$ cat config.mk
export PLATFORM = sky130hd
export DESIGN_NAME = enc_mes_window_flat
export DESIGN_NICKNAME = d
export VERILOG_FILES = /design/src/rtl/enc_mes_window_if.sv /design/src/rtl/enc_mes_window.sv /design/src/flat_wrapper.sv
export SDC_FILE = /design/constraint.sdc
export NUM_CORES = 1
export LEC_CHECK = 0
export ABC_CLOCK_PERIOD_IN_PS = 2550
export CORE_AREA = 2 2 134 110
export CTS_BUF_LIST = sky130_fd_sc_hd__clkbuf_4 sky130_fd_sc_hd__clkbuf_8
export CTS_CLUSTER_DIAMETER = 60
export CTS_CLUSTER_SIZE = 28
export DETAILED_ROUTE_END_ITERATION = 10
export DIE_AREA = 0 0 136 112
export DONT_BUFFER_PORTS = 1
export PLACE_DENSITY_LB_ADDON = 0.3
export RECOVER_POWER = 25
export SETUP_SLACK_MARGIN = 0.5
export SYNTH_ARGS = -nofsm -noshare
export SYNTH_HDL_FRONTEND = slang
export SYNTH_SLANG_ARGS = --single-unit
$ cat constraint.sdc
create_clock -name clk -period 2.55 [get_ports clk]
set_input_delay 0.255 -clock clk [delete_from_list [all_inputs] [get_ports clk]]
set_output_delay 0.255 -clock clk [all_outputs]
set_load 0.1 [all_outputs]
$ cat src/rtl/enc_mes_window_if.sv
// Beat interface between the message generator and the message window:
// valid/ready handshake with start-of-frame, symbol count and lane data.
interface enc_mes_window_if #(
  parameter int SYM = 4,
  parameter int DIM = 8,
  parameter int CW  = $clog2(SYM + 1)
);
  logic                     valid;
  logic                     ready;
  logic                     sof;
  logic [CW-1:0]            cnt;
  logic [SYM-1:0][DIM-1:0]  data;

  modport master (output valid, output sof, output cnt, output data, input ready);
  modport slave  (input valid, input sof, input cnt, input data, output ready);
endinterface

$ cat src/rtl/enc_mes_window.sv
// Message window for the RS encoder: shifts 0..SYM symbols per accepted beat
// into a DEP-symbol window (index 0 newest) and tracks a saturating fill level.
module enc_mes_window #(
  parameter int SYM = 4,
  parameter int DIM = 8,
  parameter int DEP = 16,
  parameter int CW  = $clog2(SYM + 1),
  parameter int FW  = $clog2(DEP + 1)
) (
  input  logic                     clk,
  input  logic                     rst_n,
  input  logic                     con_stall_i,
  input  logic                     clr_i,
  enc_mes_window_if.slave          in_if,
  output logic [DEP-1:0][DIM-1:0]  win_data_o,
  output logic [FW-1:0]            win_fill_o,
  output logic                     win_full_o,
  output logic                     win_new_o
);

  logic [DEP*DIM-1:0] win_q, win_d, win_base;
  logic [FW-1:0]      fill_q, fill_d;
  logic [FW:0]        fill_sum;
  logic               win_new_q, win_new_d;
  logic [CW-1:0]      n_eff;
  logic               accept;

  assign in_if.ready = !con_stall_i && !clr_i;
  assign accept      = in_if.valid && in_if.ready;

  // Start-of-frame treats the old contents as zero, so the shift base is
  // cleared before the new lanes are inserted at the newest end.
  always_comb begin
    n_eff    = (in_if.cnt > CW'(SYM)) ? CW'(SYM) : in_if.cnt;
    win_base = in_if.sof ? '0 : win_q;
    win_d    = win_base << (n_eff * DIM);
    for (int k = 0; k < SYM; k++) begin
      if (CW'(k) < n_eff) begin
        win_d[k*DIM +: DIM] = in_if.data[k];
      end
    end
    fill_sum = {1'b0, fill_q} + (FW+1)'(n_eff);
    if (in_if.sof) begin
      fill_d = FW'(n_eff);
    end else if (fill_sum > (FW+1)'(DEP)) begin
      fill_d = FW'(DEP);
    end else begin
      fill_d = fill_sum[FW-1:0];
    end
    win_new_d = accept && (n_eff != '0);
  end

  always_ff @(posedge clk or negedge rst_n) begin
    if (!rst_n) begin
      win_q     <= '0;
      fill_q    <= '0;
      win_new_q <= 1'b0;
    end else if (!con_stall_i) begin
      if (clr_i) begin
        win_q     <= '0;
        fill_q    <= '0;
        win_new_q <= 1'b0;
      end else begin
        win_new_q <= win_new_d;
        if (accept) begin
          win_q  <= win_d;
          fill_q <= fill_d;
        end
      end
    end
  end

  assign win_data_o = win_q;
  assign win_fill_o = fill_q;
  assign win_full_o = (fill_q == FW'(DEP));
  assign win_new_o  = win_new_q;

endmodule

$ cat src/flat_wrapper.sv
// flat-port wrapper written by rule: the top's interface ports become plain ports
module enc_mes_window_flat 
#(
  parameter int SYM = 4,
  parameter int DIM = 8,
  parameter int DEP = 16,
  parameter int CW  = $clog2(SYM + 1),
  parameter int FW  = $clog2(DEP + 1)
)
  (clk, rst_n, con_stall_i, clr_i, win_data_o, win_fill_o, win_full_o, win_new_o, in_if_valid, in_if_sof, in_if_cnt, in_if_data, in_if_ready);
  enc_mes_window_if #(.SYM(SYM), .DIM(DIM), .CW(CW)) in_if_i ();
  input  logic clk;
  input  logic rst_n;
  input  logic con_stall_i;
  input  logic clr_i;
  output logic [DEP-1:0][DIM-1:0] win_data_o;
  output logic [FW-1:0] win_fill_o;
  output logic win_full_o;
  output logic win_new_o;
  input wire logic [$bits(in_if_i.valid)-1:0] in_if_valid;
  input wire logic [$bits(in_if_i.sof)-1:0] in_if_sof;
  input wire logic [$bits(in_if_i.cnt)-1:0] in_if_cnt;
  input wire logic [$bits(in_if_i.data)-1:0] in_if_data;
  output wire logic [$bits(in_if_i.ready)-1:0] in_if_ready;
  assign in_if_i.valid = in_if_valid;
  assign in_if_i.sof = in_if_sof;
  assign in_if_i.cnt = in_if_cnt;
  assign in_if_i.data = in_if_data;
  assign in_if_ready = in_if_i.ready;
  enc_mes_window #(.SYM(SYM), .DIM(DIM), .DEP(DEP), .CW(CW), .FW(FW)) u_core (.clk(clk), .rst_n(rst_n), .con_stall_i(con_stall_i), .clr_i(clr_i), .in_if(in_if_i), .win_data_o(win_data_o), .win_fill_o(win_fill_o), .win_full_o(win_full_o), .win_new_o(win_new_o));
endmodule
======== Word level (Yosys, flattened, before mapping) ========
Cells that the tools add are included.
word-level totals
  bits in registers ....................... 134
  bits in latches ......................... 0
  RAM bits ................................ 0
  bits in read-only memories .............. 0
  input port bits ......................... 41
  output and inout bits ................... 136
  logic and storage cells ................. 34
  memories ................................ 0
cells by class
  add/subtract/negate cells ............... 1
  multiply operators ...................... 0
  div/mod/pow operators ................... 0
  $lt $le $gt $ge ......................... 6
  equality and inequality tests ........... 1
  shift operators ......................... 1
  multiplexer cells ....................... 13
  bitwise gates (word level) .............. 1
  reductions and logical operators ........ 8
operators with widths
  cell                                                           count
  two-way mux 128 bit                                            3
  left shift 128 x 6 -> 128 bit                                  1
  two-way mux 8 bit                                              4
  two-way mux 5 bit                                              4
  adder 5 x 3 -> 6 bit                                           1
  greater-than comparator 6 x 5 -> 1 bit, second input constant  1
  less-than comparator 1 x 3 -> 1 bit, first input constant      2
  less-than comparator 2 x 3 -> 1 bit, first input constant      2
  equality test 5 bit, second input constant                     1
  greater-than comparator 3 bit, second input constant           1
  logical AND 1 bit                                              3
  two-way mux 3 bit                                              1
  nonzero test 3 bit                                             1
  zero test 1 bit                                                2
  AND reduction 2 bit                                            1
  nonzero test 2 bit                                             1
  two-way mux 1 bit                                              1
  inverter 1 bit                                                 1

======== Depth between registers and ports, before layout ========
  depth after elaboration ................. 8
  mapped depth ............................ 12
  mapped depth without buffers ............ 9

======== Worst setup path before layout ========
Ideal clock, no wire load.
  kind .................................... register -> output
  start ................................... reg u_core.fill_q[4] (netlist: u_core.win_fill_o[4])
  end ..................................... out win_full_o
  data arrival time ....................... 4158 ps
  required time ........................... 2295 ps
  slack ................................... -1863 ps
  cell stages (with the launch flop) ...... 4
  path buffers ............................ 1
  path through ............................ dfrtp_1 > clkbuf_1 > nand2b_1 > nor4_1
between the ends
  word-level cells in the longest chain between the ends .. 1
ends and longest elaborated chain
  item                    line                  RTL
  from (decl)             enc_mes_window.sv:22  logic [FW-1:0] fill_q, fill_d;
  from (signal assigned)  enc_mes_window.sv:67  fill_q <= fill_d;
  equality test 5 bit     enc_mes_window.sv:75  assign win_full_o = (fill_q == FW'(DEP));
  to (decl)               flat_wrapper.sv:18    output logic win_full_o;
Every way passes these cells.

======== Worst setup path in the final report ========
  start ................................... reg u_core.fill_q[0] (netlist: u_core.win_fill_o[0])
  end ..................................... reg u_core.fill_q[1] (netlist: u_core.win_fill_o[1])
between the ends
  word-level cells in the longest chain between the ends .. 6
ends and longest elaborated chain
  item                                    line                  RTL
  adder 5 x 3 -> 6 bit (*)                enc_mes_window.sv:42  fill_sum = {1'b0, fill_q} + (FW+1)'(n_eff);
  greater-than comparator 6 x 5 -> 1 bit  enc_mes_window.sv:45  end else if (fill_sum > (FW+1)'(DEP)) begin
  two-way mux 5 bit (*)                   enc_mes_window.sv:45
  two-way mux 5 bit (*)                   enc_mes_window.sv:43  if (in_if.sof) begin
  two-way mux 5 bit (*)                   enc_mes_window.sv:65  if (accept) begin
  two-way mux 5 bit (*)                   enc_mes_window.sv:59  if (clr_i) begin
Every way passes the cells marked *; elsewhere a longest branch is shown, timed or not. The select of a mux whose other input is x is not followed.
A chain may end at the register's enable or synchronous reset.

==> flow_summary.ini <==
[final_layout]
instances_no_fill = 1237
synthToLayoutAreaGrowth_pct = 19.6
fin_nets = 1085
final_layout_size_suffix_gt1_share_pct = 22.8
insertedDiodeCount = 0

[pwr]
power_report.internal_total_mw = 4.03
pwr-share-seq_pct = 36.4
vdd_drop_max_uv = 452
power_density_nw_per_um2 = 605
power_frac_comb_pct = 30.2
p_leak_nw = 4.69
p_switching_mw = 2.57
p_clk_share_pct = 33.4
sw_frac_of_total_pct = 38.9

[yosys]
synth-async-reset-ratio_pct = 100
yosys.area.top_type = dfrtp_1
synth_top_area_share_pct = 36.7
synth.net_count = 991
yosys_warnings = 0
synth_cell_types = 68
ys_ff_latch = 134
netlist_instances = 946
yosysMostFrequentCell = dfrtp_1
synth_area_um2 = 9130
syn_area_per_cell_um2 = 9.65
synth-seq-area-share_pct = 36.7
synth_top_flop_cell = dfrtp_1
synth_area_leaders = dfrtp_1 (37%), mux2i_1 (10%), a22o_1 (7.2%)
synth_edf_count = 0
synth_common_cells = dfrtp_1 (134), mux2i_1 (93), o21ai_0 (90)

[grt]
antenna_found_initial = 0
track_usage_pct = 42.8
grt_max_degree = 140
grt_pass1_vias = 9336
gr-total-overflow = 0
grt_first_pass_wirelength_mm = 50.8

[timing]
drv_slew = 0
min_period_ps = 2060
fin_skew_ps = 8.88
relSlewSlack_pct = 27.6
hold-worst-slack_ps = -523
worst_pin_slew_ps = 1080
period_share_pct = 80.9
setup_viol = 0
fin_setup_tns_ps = 0
max_freq_mhz = 485
rsz0062_at_grt = true
hold_violations = 134

[cts]
cts_buffers = 17
path_clk_slew_ps = 90
cts_num_sinks = 134
clock_path_buffers = 2
clk_latency_ps = 460
cts_tree = done
cts_hold_buf = 32
htree_num_levels = 4
cts_root_buffer = clkbuf_8

[die]
row_count = 39
die_h_um = 112
design.core.area_um2 = 14000
dieArea_um2 = 15200
initial_core_util_pct = 65.4
die_x_um = 136
io_pins = 177

[setup_path]
cp.required_ps = 2940
crit_path_max_fanout = 3
reg2regPathDepth = 7
start_kind = register
end_kind = register
arrival_ps = 2450
worstSetupPathType = reg -> reg
r2r_slack_ps = 490
regToRegEndpoint = u_core.win_fill_o[1]
r2r_start = u_core.win_fill_o[0]

[route]
vias = 9234
vias_per_cell = 7.46
wl_met3_mm = 4.13
postRouteAntennaNets = 0
drtPass1Iterations = 7
remaining_drc_errors = 0
wl_mm = 32.3
avgRoutedWirePerCell_um = 26.1
wirelength_met1_mm = 12.0
dr.max_layer_used = met4
first_iter_violations = 1320
dr_wl_met2_mm = 14.7

[run_status]
violations = hold timing
status = complete, but fails checks

[job]
timing.max_cap.violations = 0

[place]
hpwl_mm = 19.7
port_buffers = 0
place_congestion = 0.982
post-place-cells = 1171

[min_path]
min_path_type = in -> async
[cells by family after synthesis]
kind of cell | Yosys count | share of synthesized area (%)
flops | 134 | 36.7
buf+inv | 112 | 5.61
xor+xnor | 1 | 0.0960
mux | 128 | 14.8
compound gates | 388 | 30.4
simple gates | 179 | 11.7
fa+ha+maj | 4 | 0.631
[cells in the final DEF (no fill, tap or decap), types with 6 or more instances in the layout]
cell type,count
a32o_1,21
o21ai_1,9
a32oi_1,17
a21o_1,13
a31oi_1,8
mux2i_1,93
nor2_1,18
a221o_1,7
dlygate4sd3_1,32
bufinv_16,6
dfrtp_1,129
nor2b_1,24
a22o_1,75
o31ai_1,6
a22oi_1,15
o22ai_1,11
nand2_1,45
mux2_2,30
nand2b_1,52
a21oi_1,55
a221oi_1,36
clkbuf_8,17
o21ai_0,88
nor4bb_1,13
buf_4,140
[how the worst max path moves through the flow]
stage / startpoint / endpoint / slack [ps] / cells past startpoint
2_1_floorplan: in_if_cnt[0] / u_core.win_fill_o[0] / 260 / 12
3_3_place_gp: in_if_cnt[2] / u_core.win_fill_o[1] / 490 / 9
3_5_place_dp: in_if_cnt[2] / u_core.win_fill_o[0] / 450 / 9
4_1_cts: u_core.win_fill_o[0] / u_core.win_fill_o[1] / 500 / 7
5_1_grt: u_core.win_fill_o[0] / u_core.win_fill_o[0] / 430 / 7
6_report: u_core.win_fill_o[0] / u_core.win_fill_o[1] / 490 / 7
[timing repair]
action	in CTS	in global routing
pin swaps	2	1
endpoints found under the setup margin	3	4
gates resized for setup	3	3
setup buffers	1	1
endpoints found under the hold margin	170	134
[area by class of cell]
class                           instances  area [um^2]
Clock buffer                           17          234
Fill cell                             945         3040
Sequential cell                       134         3370
Inverter                               10         47.5
Tap cell                              184          230
Clock inverter                         15          253
Timing Repair Buffer                  177         1450
Multi-Input combinational cell        700         5330
[metal layers]
metal | global-route usage, % | vias to the layer above
li1 | - | 3854
met1 | 55.1 | 4481
met2 | 64.7 | 718
met3 | 14.4 | 181
met4 | 20.6 | 0
met5 | 0 | -
[sequential cells by signal (all words and copies together), names as in the netlist]
signal / cells
u_core.win_data_o: 128
u_core.win_fill_o: 5
u_core.win_new_o: 1
[per-stage QoR]
step                      util (%)  power (mW)  cell area, um^2  hold WS, ps  setup WS [ps]
after global placement        72.2        4.31            10100        -36.5            486
after global routing          78.2        6.78            10900         -551            432
after floorplan                  -        3.99             9230        -40.6            263
after detailed placement      72.2        4.34            10100        -37.3            452
after CTS                     78.1        6.55            10900         -535            496
final                         78.2        6.60            10900         -523            487
[power groups by stage]
stage	clock, mW	sequential (mW)	combinational [mW]
floorplan	0	3.31	0.678
global placement	0	2.43	1.87
detailed placement	0	2.44	1.90
CTS	2.20	2.40	1.96
global route	2.31	2.41	2.06
finish	2.20	2.40	1.99
[worst max-delay path, cell delays in order (launching register included)]
cell	delay [ps]
dfrtp_4	440
ha_4	140
inv_2	30
fa_1	510
inv_2	50
or3_1	310
o32a_1	350
o21ai_1	140
Note: power is estimated with default switching activity, not from simulation.
